--- src/rtl/logit_search_fixed.sv ---
// logit_search_fixed
//   Inverse of the fixed-point piecewise-linear sigmoid. Given a QFRAC
//   probability p, it scans integer scores x from -CLIP_X upward. It returns
//   the first x whose forward value f(x) reaches p, and scales that x by
//   2**SHIFT. The forward curve is not monotonic, so the scan must be
//   linear: a binary search could land on a later crossing.
//
// Ports
//   clk        clock, all state changes on posedge
//   rst        synchronous reset, active-high
//   in_valid   request valid
//   in_ready   block idle and able to accept a request
//   in_p       unsigned QFRAC probability (W bits)
//   out_valid  result valid, held until out_ready
//   out_ready  consumer accepts the result
//   out_z      signed score x <<< SHIFT (W+5 bits)
//   out_x      signed search result x (5 bits)
//   out_sat    in_p was above 1.0 and was clamped
module logit_search_fixed #(
   parameter int W      = 8,
   parameter int FRAC   = 6,
   parameter int SHIFT  = 6,
   parameter int CLIP_X = 8
) (
   input  logic           clk,
   input  logic           rst,
   input  logic           in_valid,
   output logic           in_ready,
   input  logic [W-1:0]   in_p,
   output logic           out_valid,
   input  logic           out_ready,
   output logic [W+4:0]   out_z,
   output logic [4:0]     out_x,
   output logic           out_sat
);

   localparam int FW = W + FRAC + 3;
   localparam int ZW = W + 5;

   typedef logic signed [FW-1:0] fval_t;

   localparam fval_t F_ZERO = fval_t'(0);
   localparam fval_t F_ONE  = fval_t'(1 << FRAC);
   localparam fval_t F_CLIP = fval_t'(CLIP_X);
   localparam fval_t F_FOUR = fval_t'(4);
   localparam fval_t F_LO   = fval_t'(1 << (FRAC - 4));
   localparam fval_t F_MID  = fval_t'(1 << (FRAC - 1));
   localparam fval_t F_HI   = fval_t'(3 << (FRAC - 2));

   localparam logic [W-1:0]       P_ONE    = W'(1 << FRAC);
   localparam logic signed [4:0]  CAND_MIN = 5'(-CLIP_X);
   localparam logic signed [4:0]  CAND_MAX = 5'(CLIP_X);

   typedef enum logic [1:0] {IDLE, SEARCH, DONE} state_t;

   // Clamp a forward value to the legal probability range [0, 1.0].
   function automatic fval_t sat_prob(input fval_t v);
      fval_t r;
      if (v < F_ZERO)
         r = F_ZERO;
      else if (v > F_ONE)
         r = F_ONE;
      else
         r = v;
      return r;
   endfunction

   // Forward PWL sigmoid. The first matching segment wins, so the outer
   // clip segments shadow the inner ones.
   function automatic fval_t fwd(input logic signed [4:0] x);
      fval_t xe;
      fval_t r;
      xe = fval_t'(x);
      if (xe <= -F_CLIP)
         r = F_ZERO;
      else if (xe >= F_CLIP)
         r = F_ONE;
      else if (xe <= -F_FOUR)
         r = F_LO + ((xe + F_FOUR) <<< (FRAC - 4));
      else if (xe <= F_FOUR)
         r = F_MID + (xe <<< (FRAC - 3));
      else
         r = F_HI + ((xe - F_FOUR) <<< (FRAC - 4));
      return sat_prob(r);
   endfunction

   state_t                 state;
   logic [W-1:0]           p;
   logic                   sat;
   logic signed [4:0]      cand;

   fval_t                  f_cand;
   logic                   hit;
   logic signed [ZW-1:0]   z_cand;

   // Search step: evaluate the current candidate.
   always_comb begin
      f_cand = fwd(cand);
      hit    = (f_cand >= fval_t'(p)) || (cand == CAND_MAX);
      z_cand = ZW'(cand) <<< SHIFT;
   end

   always_ff @(posedge clk) begin
      if (rst) begin
         state     <= IDLE;
         in_ready  <= 1'b1;
         out_valid <= 1'b0;
         out_z     <= '0;
         out_x     <= '0;
         out_sat   <= 1'b0;
         p         <= '0;
         sat       <= 1'b0;
         cand      <= CAND_MIN;
      end else begin
         case (state)
            // Accept: in_p is sampled only here.
            IDLE: begin
               if (in_ready && in_valid) begin
                  p        <= (in_p > P_ONE) ? P_ONE : in_p;
                  sat      <= (in_p > P_ONE);
                  cand     <= CAND_MIN;
                  in_ready <= 1'b0;
                  state    <= SEARCH;
               end else begin
                  // Also covers the cycle after a result handshake, so
                  // in_ready rises one cycle after leaving DONE.
                  in_ready <= 1'b1;
               end
            end
            // Search: one candidate per cycle, ascending. The top
            // candidate always hits, which bounds the scan.
            SEARCH: begin
               if (hit) begin
                  out_x     <= cand;
                  out_z     <= z_cand;
                  out_sat   <= sat;
                  out_valid <= 1'b1;
                  state     <= DONE;
               end else begin
                  cand <= cand + 5'sd1;
               end
            end
            // Result hold: outputs frozen until the consumer takes them.
            DONE: begin
               if (out_ready) begin
                  out_valid <= 1'b0;
                  state     <= IDLE;
               end
            end
            default: begin
               state <= IDLE;
            end
         endcase
      end
   end

endmodule

--- config.mk ---
export PLATFORM = sky130hd
export DESIGN_NAME = logit_search_fixed
export DESIGN_NICKNAME = d
export VERILOG_FILES = /design/src/rtl/logit_search_fixed.sv
export SDC_FILE = /design/constraint.sdc
export NUM_CORES = 1
export LEC_CHECK = 0
export CAP_MARGIN = 30
export CORE_UTILIZATION = 49
export CTS_BUF_LIST = sky130_fd_sc_hd__clkbuf_4 sky130_fd_sc_hd__clkbuf_8
export DETAILED_ROUTE_END_ITERATION = 7
export GPL_TIMING_DRIVEN = 0
export MAX_ROUTING_LAYER = met4
export PLACE_DENSITY = 0.83
export SLEW_MARGIN = 20
export SYNTH_ARGS = -nofsm -noshare
export SYNTH_HDL_FRONTEND = slang
export SYNTH_SLANG_ARGS = --single-unit
--- constraint.sdc ---
create_clock -name clk -period 3.73 [get_ports clk]
set_clock_uncertainty 0.15 [all_clocks]
set_input_delay 0.746 -clock clk [delete_from_list [all_inputs] [get_ports clk]]
set_output_delay 0.746 -clock clk [all_outputs]
set_load 0.005 [all_outputs]
=== After elaboration in Yosys (flattened, before gate mapping) ===
Index checks and enable logic that the tools add are counted.
Widths: inputs -> output; s select.

* $add $sub $neg: 6
* Magnitude comparators: 8
* Eq/ne operators: 7
* Multiplexer cells: 18
* Reduce and logical (&&, ||, !) cells: 10

{| class="wikitable"
|+ Operator list
! cell !! number
|-
| $mux 17 || 6
|-
| $add 7x8->9 const A || 2
|-
| $ge 17x9->1 || 1
|-
| $gt 17x8->1 const B || 1
|-
| $lt 17x1->1 const B || 1
|-
| $le 5x4->1 const B || 2
|-
| $mux 5 || 2
|-
| $pmux 5 s2 || 1
|-
| $add 4x8->9 const A || 1
|-
| $reduce_and 3->1 || 3
|-
| $gt 8x7->1 const B || 1
|-
| $mux 8 || 1
|-
| $ne 2x2->1 const B || 4
|-
| $add 5x4->6 const B || 1
|-
| $mux 2 || 3
|-
| $pmux 2 s3 || 1
|-
| $sub 5x4->6 const B || 1
|-
| $add 5x2->5 const B || 1
|-
| $eq 5x5->1 const B || 1
|-
| $ge 5x5->1 const B || 1
|-
| $le 5x3->1 const B || 1
|-
| $reduce_and 2->1 || 2
|-
| $reduce_bool 2->1 || 2
|-
| $mux 1 || 3
|-
| 6 further kinds || 6
|}

* Bits in registers: 29
* Input bits: 12
* Output and inout bits: 21
* Word-level logic and storage cells: 58

=== Logic depth before layout (Yosys ltp) ===
* Word-level depth: 13
* Mapped depth: 14
* Mapped depth without buffers: 13

=== Least setup slack after synthesis ===
OpenSTA, ideal clock, no wires.

* Path kind: register to register
* Start: reg cand[2]
* End: reg out_sat
* Setup time: 0.128 ns
* Arrival: 3.376 ns
* Data required time: 3.452 ns
* Path slack: 0.077 ns
* Cell stages (with the launch flop): 15
* Path buffers: 1
* Period minus slack after synthesis: 3.653 ns
* Cell sequence: dfxtp_1 > buf_4 > inv_1 > ha_1 > a211oi_2 > mux2_2 > mux2i_1 > nand2_1 > o21a_1 > ha_1 > a21oi_1 > o2111ai_1 > o21ai_2 > mux2i_1 > nor2_1

* Cells in the longest elaborated chain, start to end: 12
* Elaborated cells between the ends (all ways): 21
* Those cells by class: add/sub: 5; order compare: 7; eq/ne: 1; mux: 6; reduce/logical: 2

{| class="wikitable"
|+ Ends and longest elaborated chain
! element !! RTL line !! RTL
|-
| from (decl) || 90 || <nowiki>logic signed [4:0] cand;</nowiki>
|-
| from (signal assigned) || 140 || <nowiki>cand <= cand + 5'sd1;</nowiki>
|-
| $sub 5x4->6 || 83 || <nowiki>r = F_HI + ((xe - F_FOUR) <<< (FRAC - 4));</nowiki>
|-
| $add 7x8->9 || 83 ||
|-
| $mux 17 || 80 || <nowiki>else if (xe <= F_FOUR)</nowiki>
|-
| $mux 17 || 78 || <nowiki>else if (xe <= -F_FOUR)</nowiki>
|-
| $mux 17 || 76 || <nowiki>else if (xe >= F_CLIP)</nowiki>
|-
| $mux 17 || 74 || <nowiki>if (xe <= -F_CLIP)</nowiki>
|-
| $gt 17x8->1 || 61 || <nowiki>else if (v > F_ONE)</nowiki>
|-
| $mux 17 || 61 ||
|-
| $mux 17 || 59 || <nowiki>if (v < F_ZERO)</nowiki>
|-
| $ge 17x9->1 || 99 || <nowiki>hit = (f_cand >= fval_t'(p)) || (cand == CAND_MAX);</nowiki>
|-
| $logic_or 1x1->1 * || 99 ||
|-
| $reduce_and 2->1 (no source line) * || n/a ||
|-
| to (signal assigned) || 136 || <nowiki>out_sat <= sat;</nowiki>
|-
| to (decl) || 34 || <nowiki>output logic out_sat</nowiki>
|}

Every way passes the cells marked *; elsewhere a longest branch is shown, timed or not.
A chain may end at the register's enable or synchronous reset.

=== Final worst setup path ===
* Start: reg cand[2]
* End: reg cand[3]

* Cells in the longest elaborated chain, start to end: 13
* Elaborated cells between the ends (all ways): 25
* Those cells by class: add/sub: 6; order compare: 7; eq/ne: 2; mux: 8; reduce/logical: 2

{| class="wikitable"
|+ Ends and longest elaborated chain
! element !! RTL line
|-
| $sub 5x4->6 || 83
|-
| $add 7x8->9 || 83
|-
| $mux 17 || 80
|-
| $mux 17 || 78
|-
| $mux 17 || 76
|-
| $mux 17 || 74
|-
| $gt 17x8->1 || 61
|-
| $mux 17 || 61
|-
| $mux 17 || 59
|-
| $ge 17x9->1 || 99
|-
| $logic_or 1x1->1 || 99
|-
| $ne 2x2->1 (no source line) || n/a
|-
| $reduce_and 3->1 (no source line) || n/a
|}

Several ways; a longest one is shown, not always the timed one. The select of a mux whose other input is x is not followed.

==> flow_summary.ini <==
[clock_tree]
cts_tree = done
cts_buffers = 3
clock_latency_ns = 0.26
clock_path_buffers = 2
h-tree-depth = 1
cts_root_buf = clkbuf_8
clk_pin_slew_ns = 0.08
cts_sinks = 24

[synthesis]
synth_top_area_share_pct = 26.6
synth_ff_type = dfxtp_1
syn_area_um2 = 1810
async_flop_share_pct = 0
synth_warnings = 0
synth.most_common_cell = dfxtp_1
synth_area_leaders = dfxtp_1, ha_1, buf_4, mux2i_1, nor2_1
synth_edf_count = 0
ys_seq_area_share_pct = 26.6
ys_seq_elements = 24
synthCells = 208
netlist_top_cells_count = dfxtp_1, nor2_1, ha_1
synthDistinctLibCells = 54
avgSynthCellArea_um2 = 8.69
synth_top_area_cell = dfxtp_1

[critical_path]
worstPathCellList = buf_8, clkinvlp_4, ha_4, nand4b_1, o21ai_1, a22oi_2, or4_4, and4b_1, ha_1, nand4_1, o2111ai_4, nor3b_4, buf_6, nand4_1, mux2i_1
arrival_ns = 3.64
startpoint_type = register
required_ns = 3.72
crit_family = simple AND/OR/NAND/NOR gates
slowest_delay_ns = 0.56
path_class = reg2reg
reg2reg_depth = 15
worstSetupEndpointType = register
worst_path_max_delay_cell = or4_4
crit_top_cell = nand4_1
path_buf_inv = 3
cp_num_cells = 15
critPathMaxFanout = 6

[final_layout]
regArea_um2 = 489
drive_above_1_share_pct = 29.6
num_antenna_cells = 0
instances_no_fill = 316
nets = 300
fin_area_um2 = 2530
syn2layout_area_growth_pct = 40.0
fillers = 241
multiInputGateArea_um2 = 1250

[timing]
setup_viol = 0
fmax_ghz = 0.274
period_share_pct = 97.9
drv_slew = 0
fin_crit_ns = 3.65
slew_headroom_pct = 60.7
worstMarginPinSlew_ns = 0.588
rsz0062_at_grt = yes
final-hold-violation-count = 0

[routing]
drc = 0
vias_per_cell = 5.51
vias = 1740
drt_pass1_iterations = 4
ant_nets = 0
drt_iter0_drc = 114
avgRoutedWirePerCell_um = 14.8
routed_wl_mm = 4.69

[global_routing]
grt_max_degree = 14
grt_pass1_wl_mm = 7.04
met1_usage_pct = 29.4
grt-ovfl-total = 0
use_met3_pct = 3.28
grt_use_met2_pct = 37.6
grt_pass1_vias = 1470
grt-busiest-layer = met2
antenna_found_initial = 0
grt.total_usage_pct = 22.6

[flow_run]
drv_cap = 0

[floorplan]
die_w_um = 62.7
core_area_um2 = 3440
die_area_um2 = 3930
fp.dieH_um = 62.7
rows = 21
io_pins = 33
start_util_pct = 52.5

[placed_design]
placed_area_um2 = 2150
place.gp.congestion = 0.896
portBuffers = 26
place_hpwl_mm = 2.92
placed_cells = 286

[power_and_ir_drop]
p_per_area_nw_per_um2 = 222
swShare_pct = 24.9
peakVddDrop_mv = 0.390
comb_power_share_pct = 20.3
power_uw = 562
p_int_uw = 422
seqPwrFrac_pct = 48.6
power.switching_uw = 140
clockPowerShare_pct = 31.0
p_leak_nw = 1.04

[hold_path]
hold_path_depth = 2
hold_path.class = reg2reg

[run_status]
status = finished, final reports clean
metal layers:
metal | vias to the layer above | wire length, um
met1 | 811 | 1930
li1 | 859 | -
met3 | 4 | 313
met2 | 66 | 2420
met5 | - | 0
met4 | 0 | 22
power by group through the flow:
stage	clock [mW]	combinational (mW)	sequential, mW
6_report	0.174	0.114	0.273
5_1_grt	0.187	0.125	0.275
4_1_cts	0.175	0.107	0.274
3_5_place_dp	0	0.0995	0.280
3_3_place_gp	0	0.0985	0.280
2_1_floorplan	0	0.0603	0.279
flip-flops by register name (all words and copies together) (netlist names):
| name | flops |
|---|---|
| p | 8 |
| cand | 5 |
| out_z | 5 |
| state | 2 |
| in_ready | 1 |
| out_sat | 1 |
| out_valid | 1 |
| sat | 1 |
final timing paths:
check                                     startpoint              endpoint  slack (ns)
worst min register to register     p[7]$_SDFFE_PP0P_     p[7]$_SDFFE_PP0P_        0.31
worst max-delay path            cand[2]$_SDFFE_PP0P_  cand[3]$_SDFFE_PP1P_        0.08
worst min-delay path               p[7]$_SDFFE_PP0P_     p[7]$_SDFFE_PP0P_        0.31
worst max register to register  cand[2]$_SDFFE_PP0P_  cand[3]$_SDFFE_PP1P_        0.08
kinds of logic (layout without fill, tap and decap cells):
logic type / after synthesis / count (layout) / share of synthesized area [%]
compound gates: 47 / 47 / 20.6
xor+xnor: 4 / 4 / 1.94
fa+ha+maj: 17 / 17 / 11.8
other cells: 1 / 7 / 0.208
simple gates: 68 / 68 / 21.5
flops: 24 / 24 / 26.6
buf+inv: 35 / 91 / 10.7
mux: 12 / 12 / 6.72
per-stage QoR:
step | utilization [%] | setup TNS [ns] | hold slack [ns] | setup WS (ns)
global placement | 62.4 | -4.46 | 0.292 | -0.407
finish | 73.5 | 0 | 0.312 | 0.0799
global route | 73.5 | -0.489 | 0.346 | -0.0876
detailed placement | 62.4 | -4.74 | 0.298 | -0.444
floorplan | - | 0 | 0.280 | 0.0766
CTS | 66.5 | 0 | 0.311 | 0.0109
cell type report:
| cell class | count | area share [%] |
|---|---|---|
| Timing Repair Buffer | 52 | 18.3 |
| Multi-Input combinational cell | 155 | 49.5 |
| Clock buffer | 4 | 2.18 |
| Buffer | 21 | 6.08 |
| Tap cell | 46 | 2.27 |
| Sequential cell | 24 | 19.3 |
| Inverter | 14 | 2.37 |
cells in the final DEF, fill, tap and decap left out, drive strengths merged, types with 2 or more instances in the layout:
master          n
buf            43
clkdlybuf4s50  26
dfxtp          24
nor2           22
ha             17
a21oi          14
inv            12
mux2i          11
nand2          10
clkbuf          8
nor3            7
conb            7
a211oi          6
a22o            5
o21ai           5
nand3           4
nand4           4
a21o            3
xnor2           3
nand3b          3
clkinvlp        2
a31o            2
nand2b          2
nor2b           2
and3            2
or3b            2
nor3b           2
nor4            2
worst register-to-register path: stages (launching register included):
cell and delay [ns]:
dfxtp_4 0.39, buf_8 0.12, clkinvlp_4 0.16, ha_4 0.33, nand4b_1 0.11, o21ai_1 0.17
a22oi_2 0.09, or4_4 0.56, and4b_1 0.29, ha_1 0.24, nand4_1 0.12, o2111ai_4 0.15
nor3b_4 0.25, buf_6 0.14, nand4_1 0.12, mux2i_1 0.14
repair_timing:
| item | 4_1_cts | 5_1_grt |
|---|---|---|
| buffers inserted | 6 | 20 |
| endpoints found under the setup margin | 14 | 14 |
| gates resized for setup | 8 | 22 |
| hold buffers | 0 | 0 |
| pin swaps | 3 | 10 |
No activity file was read; power rests on OpenSTA's default activity.
